<file path="src/rtl/cpu_pkg.sv">
// Shared CPU definitions: fetch controller state encoding and PC constants.
package cpu_pkg;

    typedef enum logic [1:0] {
        START,
        FETCH,
        DELIVER,
        DISCARD
    } fetch_state_t;

    localparam logic [31:0] RESET_PC_DEFAULT = 32'd100;
    localparam logic [31:0] INSTR_BYTES      = 32'd4;

endpackage

</file>
<file path="src/rtl/fetch_ctrl.sv">
// Instruction fetch controller: drives the PC register's next value, fetches
// from instruction memory over req/ack and holds one instruction for decode.
module fetch_ctrl
    import cpu_pkg::*;
#(
    parameter logic [31:0] RESET_PC = RESET_PC_DEFAULT,
    parameter int unsigned INSTR_W  = 32
) (
    input  logic               clock,
    input  logic               reset,
    input  logic [31:0]        pc,
    output logic [31:0]        nextPc,
    output logic               imemReq,
    output logic [31:0]        imemAddr,
    input  logic               imemAck,
    input  logic [INSTR_W-1:0] imemData,
    input  logic               redirect,
    input  logic [31:0]        redirectPc,
    output logic [INSTR_W-1:0] instr,
    output logic [31:0]        instrPc,
    output logic               instrValid,
    input  logic               instrReady
);

    fetch_state_t       state_q;
    logic               imemReq_q;
    logic               instrValid_q;
    logic [INSTR_W-1:0] instr_q;
    logic [31:0]        instrPc_q;
    logic [31:0]        discardAddr_q;
    logic               transfer;

    assign transfer   = instrValid_q & instrReady;
    assign imemReq    = imemReq_q;
    assign instrValid = instrValid_q;
    assign instr      = instr_q;
    assign instrPc    = instrPc_q;

    // The abandoned request keeps its original address until memory acks it.
    assign imemAddr = (state_q == DISCARD) ? discardAddr_q : pc;

    // Next PC selection: redirect wins everywhere except START.
    always_comb begin
        nextPc = pc;
        if (state_q == START) begin
            nextPc = RESET_PC;
        end else if (redirect) begin
            nextPc = redirectPc;
        end else if (state_q == DELIVER && transfer) begin
            nextPc = pc + INSTR_BYTES;
        end
    end

    // Fetch FSM with registered request, valid and instruction register.
    always_ff @(posedge clock or posedge reset) begin
        if (reset) begin
            state_q       <= START;
            imemReq_q     <= 1'b0;
            instrValid_q  <= 1'b0;
            instr_q       <= '0;
            instrPc_q     <= '0;
            discardAddr_q <= '0;
        end else begin
            case (state_q)
                START: begin
                    state_q   <= FETCH;
                    imemReq_q <= 1'b1;
                end
                FETCH: begin
                    if (redirect) begin
                        // Ack in the same cycle closes the request; otherwise
                        // it stays outstanding and its data must be dropped.
                        if (!imemAck) begin
                            state_q       <= DISCARD;
                            discardAddr_q <= pc;
                        end
                    end else if (imemAck) begin
                        instr_q      <= imemData;
                        instrPc_q    <= pc;
                        instrValid_q <= 1'b1;
                        imemReq_q    <= 1'b0;
                        state_q      <= DELIVER;
                    end
                end
                DELIVER: begin
                    if (redirect || transfer) begin
                        instrValid_q <= 1'b0;
                        imemReq_q    <= 1'b1;
                        state_q      <= FETCH;
                    end
                end
                DISCARD: begin
                    // A further redirect only retargets nextPc; the ack of
                    // the abandoned request always ends the discard.
                    if (imemAck) begin
                        state_q <= FETCH;
                    end
                end
                default: begin
                    state_q   <= START;
                    imemReq_q <= 1'b0;
                end
            endcase
        end
    end

endmodule
</file>
<file path="config.mk">
export PLATFORM = sky130hd
export DESIGN_NAME = fetch_ctrl
export DESIGN_NICKNAME = d
export VERILOG_FILES = /design/src/rtl/cpu_pkg.sv /design/src/rtl/fetch_ctrl.sv
export SDC_FILE = /design/constraint.sdc
export NUM_CORES = 1
export LEC_CHECK = 0
export BUFFER_PORTS_ARGS = -buffer_cell sky130_fd_sc_hd__buf_4
export CAP_MARGIN = 0
export CORE_MARGIN = 2
export CORE_UTILIZATION = 35
export CTS_BUF_LIST = sky130_fd_sc_hd__clkbuf_2 sky130_fd_sc_hd__clkbuf_4 sky130_fd_sc_hd__clkbuf_8
export DETAILED_ROUTE_END_ITERATION = 8
export GPL_TIMING_DRIVEN = 0
export HOLD_SLACK_MARGIN = 0.08
export PLACE_DENSITY_LB_ADDON = 0.25
export SLEW_MARGIN = 20
export SYNTH_ARGS = -nofsm -noshare
export SYNTH_HDL_FRONTEND = slang
export SYNTH_SLANG_ARGS = --single-unit
</file>
<file path="constraint.sdc">
create_clock -name clock -period 2.7 [get_ports clock]
set_input_delay 0.135 -clock clock [delete_from_list [all_inputs] [get_ports clock]]
set_output_delay 0.135 -clock clock [all_outputs]
set_load 0.05 [all_outputs]
</file>
==> flow_summary_export.csv, run 1 <==
group,metric,value,unit
pwr,clock_power_share,0.127,
pwr,power_per_cell_area,888,nW/um^2
placement,placement.setup.worst_slack,0.423,ns
sta,final_hold_viol_count,0,
cells_and_area,fillCellCount,1225,
yosys,postSynthAreaPerCell,11.9,sq um
global_route,globalRouteTotalUtil,0.216,
yosys,synthesis.yosys.warnings,0,
sta,max-slew-margin-rel,0.574,
routing,drt-pass1-iter-count,4,
pwr,power_report.internal_total,3.75,mW
yosys,post_synthesis_net_count,546,
sta,clock-skew-final,0.00827,ns
pwr,vdd_ir_drop_max,595,uV
setup_path,critical_path.startpoint_type,"flip-flop",
yosys,synth_enable_flop_cells,0,
cts,worst_setup_hold_path_clk_slew,0.10,ns
sta,worstMarginPinSlew,0.639,ns
setup_path,timing_worst_setup_path_type,"flip-flop to output pin",
sta,min_period,2.50,ns
global_route,overflow,0,
routing,drt_first_iter_violations,142,
yosys,synth.ff_latch_count,100,
sta,grt_setup_unrepaired,"no",
routing,antenna_left,0,
cells_and_area,finalInstanceArea,8080,sq um
cells_and_area,nNetsFinal,846,
placement,number_of_buffer_cells_added_on_primary_ports,224,
floorplan,dieArea,16100,sq um
cts,clkLatencyLatePin,0.38,ns
cts,cts_root_buf,"clkbuf_8",
pwr,switching_share,0.478,
yosys,synth_flop_cell,"dfrtp_1",
yosys,yosys-top-cells-area,"dfrtp_1 (47%), mux2_2 (27%), xnor2_1 (4.6%)",
floorplan,dieWidth,127,um
setup_path,timing.critical_path.to_type,"output pin",
cells_and_area,layout-area-overhead-vs-synth,52.5,%
setup_path,timing.critical_path.fanout_max,10,
yosys,yosys.area.top_type_share,0.472,
cells_and_area,final_layout_size_suffix_gt1_frac,0.547,
sta,post-route-period-util,0.925,
yosys,synth.yosys.seq_area_share,0.472,
sta,fin_worst_hold_slack,0.116,ns
yosys,post_synth_inst_count,444,
floorplan,floorplan.initialDensity,0.362,
cts,post_cts.repair.setup_buffers,0,
sta,finalMaxSlewViolations,0,
pwr,total_switching_power,3.43,mW
flow_run,cap_viol_max_count,0,
setup_path,cp_data_arrival_time,2.36,ns
cts,cts-root-to-sink-buffers,2,
global_route,first_global_vias,5049,
hold_path,worst_hold_path_type,"input port to flip-flop",
floorplan,std_cell_rows,44,
cts,numCtsBuffers,9,
floorplan,pin_count,231,
cts,cts_tree,"yes",
routing,route.detailed.drc,0,
floorplan,core,14600,sq um
yosys,yosysMostFrequentCell,"mux2_2",
cts,cts_htree_levels,3,
placement,dpl-instance-area,7280,sq um
routing,routed_wirelength,17000,um
yosys,post_syn_area,5300,sq um
pwr,p_seq_frac,0.317,
yosys,synth_top_cell_by_area,"dfrtp_1",
placement,gp_routability_congestion,0.883,
floorplan,die-height,127,um
routing,route.vias.total,4670,
setup_path,crit_required,2.57,ns
global_route,wire_length_of_the_first_global_routing_pass,26800,um
sta,max_freq,400,MHz
cts,number_of_clock_sinks_seen_by_cts,100,
placement,hpwlAfterDp,12700,um
cells_and_area,diodes,0,
yosys,netlist-cell-type-count,38,
routing,vias_per_cell,5.01,
yosys,synth_commonest_cells,"mux2_2 (127), dfrtp_1 (100), o21ai_0 (30)",
sta,post_route_setup_slack,0.202,ns
pwr,combinationalPowerShare,0.556,
global_route,antenna_found_initial,0,
sta,setup_violations,0,
global_route,grt_start_max_net_pins,31,
routing,routedWlPerCell,18.2,um
pwr,power,7.18,mW
yosys,postSynth.asyncResetShare,1.00,
pwr,power_leakage,3.58,nW
sta,aggregate_negative_setup_slack,0,ns
status,outcome,"finished, final reports clean",
-- area by class of cell --
type	count	area, sq um	share of cell area
multi-input combinational	307	2610	0.323
sequential	100	2500	0.310
timing repair buffer	289	2370	0.293
tap	184	230	0.0285
buffer	31	170	0.0211
clock buffer	9	124	0.0153
clock inverter	6	48.8	0.00604
inverter	6	26.3	0.00325
-- registers in the layout (all words and copies together), names as in the netlist --
| name | count |
|---|---|
| instr | 32 |
| discardAddr_q | 32 |
| state_q | 2 |
| instrValid | 1 |
| imemReq | 1 |
| instrPc | 32 |
-- metrics by stage --
stage                util  std cells
floorplan               -        444
global placement    0.493        852
detailed placement  0.497        855
CTS                 0.552        932
global route        0.552        932
finish              0.552        932
-- critical path, stage by stage, from the launching register on --
cell and delay (ns):
dfrtp_1 0.33, buf_4 0.16, or2_2 0.11, clkbuf_1 0.36, clkbuf_1 0.41, o21ai_0 0.18
a21oi_1 0.19, buf_4 0.23
-- cells by family (layout without fill, tap and decap cells) --
logic type | Yosys count | count (layout) | share of synthesized area
multiplexers | 134 | 134 | 0.283
flip-flops | 100 | 100 | 0.472
AND/OR/NAND/NOR | 85 | 85 | 0.103
AO/OA/AOI/OAI | 58 | 58 | 0.0552
buffers and inverters | 37 | 341 | 0.0356
XOR/XNOR | 29 | 29 | 0.0479
adder cells (fa/ha/maj) | 1 | 1 | 0.00236
-- layer usage --
metal / track usage / vias to the layer above / wire, um / share of wire
met5: 0 / - / 0 / 0
met4: 0.0899 / 0 / 452 / 0.027
met3: 0.0766 / 26 / 1580 / 0.093
met2: 0.361 / 211 / 8060 / 0.47
met1: 0.253 / 2261 / 6920 / 0.41
li1: - / 2172 / - / -
-- worst paths after layout --
kind | cells after the start | end | slack (ns) | from
max | 7 | nextPc[26] | 0.20 | state_q[1]
min | 2 | instrPc[24] | 0.12 | pc[24]
max reg2reg | 6 | instrPc[27] | 0.63 | state_q[1]
min reg2reg | 1 | discardAddr_q[29] | 0.50 | discardAddr_q[29]
max in group asynchronous | 6 | discardAddr_q[0] | 1.38 | reset
min in group asynchronous | 3 | instr[11] | 0.37 | reset
-- power groups by stage --
stage | clock network [mW] | registers [mW] | logic, mW
after floorplan | 0 | 3.45 | 1.54
after global placement | 0 | 2.26 | 3.88
after detailed placement | 0 | 2.29 | 3.93
after CTS | 0.944 | 2.27 | 4.01
after global routing | 1.02 | 2.35 | 4.17
final | 0.911 | 2.27 | 3.99
-- placed cells by master, fill, tap and decap left out, types with 2 or more instances in the layout --
cell type and n:
clkinvlp_4 3, clkbuf_2 5, inv_1 4, mux2i_1 6, clkbuf_8 9, buf_4 235
nand2_1 21, clkbuf_1 9, nor3_1 10, dlygate4sd3_1 62, mux2_2 127, dfrtp_1 100
nand3_1 11, a21oi_1 27, nor4_2 7, nor2_1 12, buf_12 2, o21ai_0 30
and4_4 3, nand4_1 4, nand4_4 2, buf_2 5, xnor2_1 28, inv_6 2
and2_1 3
-- repair_timing --
item                                    CTS  global route
hold endpoints to repair                113             0
resized for setup                         1             2
endpoints found under the setup margin   10            20
hold buffers                             62             0
cloned                                    0             0
pin swaps                                 0             0
Note: power is estimated with default switching activity, not from simulation.
==> inputs of run 2 (changes only) <==
--- a/config.mk
+++ b/config.mk
@@ -5,6 +5,7 @@
 export SDC_FILE = /design/constraint.sdc
 export NUM_CORES = 1
 export LEC_CHECK = 0
+export ABC_AREA = 1
 export BUFFER_PORTS_ARGS = -buffer_cell sky130_fd_sc_hd__buf_4
 export CAP_MARGIN = 0
 export CORE_MARGIN = 2
==> flow_summary_export.csv, run 2 <==
group,metric,value,unit
global_route,first_global_vias,5725,
setup_path,cp_num_buf_inv,5,
sta,min_period,2.53,ns
floorplan,floorplan.initialDensity,0.357,
yosys,synth.yosys.seq_area_share,0.461,
yosys,yosys.area.top_type_share,0.461,
routing,routedWlPerCell,16.2,um
sta,max-slew-margin-rel,0.571,
yosys,post_synth_inst_count,769,
yosys,yosys-top-cells-area,"dfrtp_1 (46%), nand2_1 (17%), o21ai_0 (8.0%)",
yosys,synth_flop_cell,"dfrtp_1",
sta,max_freq,395,MHz
global_route,grt_start_max_net_pins,33,
setup_path,timing.critical_path.fanout_max,5,
sta,setup_violations,0,
yosys,synth_commonest_cells,"nand2_1 (249), dfrtp_1 (100), nor2_1 (90)",
pwr,clock_power_share,0.098,
setup_path,r2r_cells,6,
placement,gp_routability_congestion,0.888,
yosys,post_syn_area,5430,sq um
floorplan,core,15200,sq um
routing,vias_per_cell,4.86,
setup_path,reg2reg_to,"discardAddr_q[27]",
cts,post_cts.repair.setup_buffers,0,
pwr,total_switching_power,5.71,mW
placement,placement.setup.worst_slack,0.429,ns
yosys,postSynth.asyncResetShare,1.00,
yosys,synth.ff_latch_count,100,
cells_and_area,nNetsFinal,1158,
global_route,globalRouteTotalUtil,0.244,
setup_path,critical_path.reg2reg.startpoint,"state_q[1]",
cells_and_area,mostFrequentLayoutCells,"nand2_1 (249), buf_4 (231), dfrtp_1 (100)",
setup_path,cp_top_family,"simple AND/OR/NAND/NOR gates",
cts,worst_setup_hold_path_clk_slew,0.11,ns
cells_and_area,diodes,0,
sta,clock-skew-final,0.0156,ns
floorplan,pin_count,231,
routing,drt_first_iter_violations,562,
sta,grt_setup_unrepaired,"no",
cts,clkLatencyLatePin,0.41,ns
placement,number_of_buffer_cells_added_on_primary_ports,229,
pwr,combinationalPowerShare,0.645,
floorplan,dieArea,16500,sq um
cells_and_area,most_common_library_cell_in_the_layout_ignoring_fill_and_taps,"nand2_1",
pwr,power_leakage,4.26,nW
routing,route.detailed.drc,0,
status,outcome,"finished, final reports clean",
sta,post_route_setup_slack,0.171,ns
setup_path,cp_slowest_stage_delay,0.55,ns
global_route,antenna_found_initial,0,
global_route,overflow,0,
sta,final_hold_viol_count,0,
placement,hpwlAfterDp,15100,um
floorplan,dieWidth,129,um
setup_path,timing.critical_path.to_type,"output pin",
setup_path,critical_path.startpoint_type,"input port",
yosys,yosysMostFrequentCell,"nand2_1",
cts,numCtsBuffers,9,
cells_and_area,fillCellCount,1484,
pwr,vdd_ir_drop_max,920,uV
hold_path,worst_hold_path_type,"input port to flip-flop",
setup_path,crit_required,2.57,ns
cts,number_of_clock_sinks_seen_by_cts,100,
floorplan,die-height,129,um
hold_path,hold_path_end,"instrPc[22]",
pwr,p_seq_frac,0.258,
setup_path,cp_cell_sequence,"dlygate4sd3_1, buf_4, ha_1, inv_1, nor2_2, nand2_1, nor3_1, nand2_1, nand2_1, nand3_1, nand2_1, inv_1, buf_4",
pwr,power_per_cell_area,1250,nW/um^2
cells_and_area,final_layout_size_suffix_gt1_frac,0.270,
sta,worstMarginPinSlew,0.643,ns
hold_path,whs_path_depth,3,
yosys,netlist-cell-type-count,26,
routing,route.vias.total,6073,
setup_path,timing.reg2reg.setup_slack,0.90,ns
sta,aggregate_negative_setup_slack,0,ns
cts,cts_root_buf,"clkbuf_8",
cts,cts_htree_levels,3,
yosys,synth_enable_flop_cells,0,
setup_path,cp_common_cell,"nand2_1",
sta,finalMaxSlewViolations,0,
flow_run,cap_viol_max_count,0,
yosys,synth_top_cell_by_area,"dfrtp_1",
routing,drt-pass1-iter-count,5,
routing,routed_wirelength,20200,um
cts,cts_tree,"yes",
pwr,power_report.internal_total,4.40,mW
routing,antenna_left,0,
setup_path,worst_path_max_delay_cell,"dlygate4sd3_1",
yosys,synthesis.yosys.warnings,0,
setup_path,cp_data_arrival_time,2.39,ns
floorplan,std_cell_rows,45,
yosys,postSynthAreaPerCell,7.06,sq um
global_route,wire_length_of_the_first_global_routing_pass,30900,um
pwr,switching_share,0.565,
sta,post-route-period-util,0.937,
cts,cts-root-to-sink-buffers,2,
hold_path,worst_hold_start,"pc[22]",
cells_and_area,layout-area-overhead-vs-synth,48.8,%
yosys,post_synthesis_net_count,871,
setup_path,timing_worst_setup_path_type,"input port to output pin",
[run 2: changes by cell type in the layout (fill, tap and decap cells not counted), sizes merged, moves of 5 or more]
cell	delta
xnor2	-28
nor2	+87
o211ai	+8
mux2i	-6
dlygate4sd3	-18
nor3	-5
nor4	-7
a21oi	+16
nand3	+36
inv	+72
nand2	+229
o21ai	+57
mux2	-128
buf	+8
[run 2: timing repair]
action,CTS,global route
endpoints found under the setup margin,2,0
resized for setup,1,0
endpoints found under the hold margin,118,0
hold buffers,44,0
[run 2: worst max path at each step]
stage          cells after the start          to       start  slack, ns
2_1_floorplan                      5   nextPc[5]  instrValid       0.26
3_3_place_gp                       6   nextPc[6]  state_q[1]       0.38
3_5_place_dp                       6   nextPc[6]  state_q[1]       0.43
4_1_cts                            7  nextPc[19]  state_q[1]       0.12
5_1_grt                            7  nextPc[19]  state_q[1]       0.04
6_report                          13  nextPc[26]       pc[3]       0.17
[run 2: power groups by stage]
| stage | Clock, mW | Sequential, mW | Combinational, mW |
|---|---|---|---|
| 2_1_floorplan | 0 | 4.20 | 2.81 |
| 3_3_place_gp | 0 | 2.60 | 6.43 |
| 3_5_place_dp | 0 | 2.62 | 6.49 |
| 4_1_cts | 0.997 | 2.59 | 6.55 |
| 5_1_grt | 1.06 | 2.69 | 6.91 |
| 6_report | 0.988 | 2.60 | 6.51 |
[run 2: metrics by stage]
step | area (sq um) | total power, mW | hold slack, ns | std cells | utilization
after detailed placement | 7450 | 9.10 | 0.138 | 1189 | 0.490
after CTS | 8080 | 10.1 | 0.0807 | 1249 | 0.531
after global placement | 7390 | 9.03 | 0.335 | 1186 | 0.486
after floorplan | 5430 | 7.01 | 0.252 | 769 | -
after global routing | 8080 | 10.7 | 0.101 | 1249 | 0.531
final | 8080 | 10.1 | 0.0938 | 1249 | 0.531
[run 2: final cells by class]
cell class              count  area, sq um  share of cell area
clock buffers               9          124              0.0153
multi-input cells         556         2450               0.303
flip-flops and latches    100         2500               0.310
well taps                 188          235              0.0291
clock inverters             7         63.8             0.00790
plain buffers              37          194              0.0240
inverters                  76          289              0.0358
repair buffers            276         2220               0.275
[run 2: worst register-to-register path: cells and delay by family, from the launching register on]
family	cells	cell delay (ns)
flip-flops	1	0.38
AO/OA/AOI/OAI	1	0.08
AND/OR/NAND/NOR	2	0.59
buffers and inverters	3	0.64
[run 2: layer usage]
layer  GRT usage  wire length, um  vias up
li1            -                -     3016
met1       0.331             9050     2809
met2       0.396             9390      221
met3      0.0482             1280       27
met4      0.0799              468        0
met5           0                0        -
[run 2: kinds of logic after synthesis]
kind of cell	Yosys count	share of synthesized area
adders and majority gates	1	0.00230
AOI/OAI and AO/OA	142	0.136
buffers and inverters	113	0.0880
and+or+nand+nor	413	0.313
DFF	100	0.461
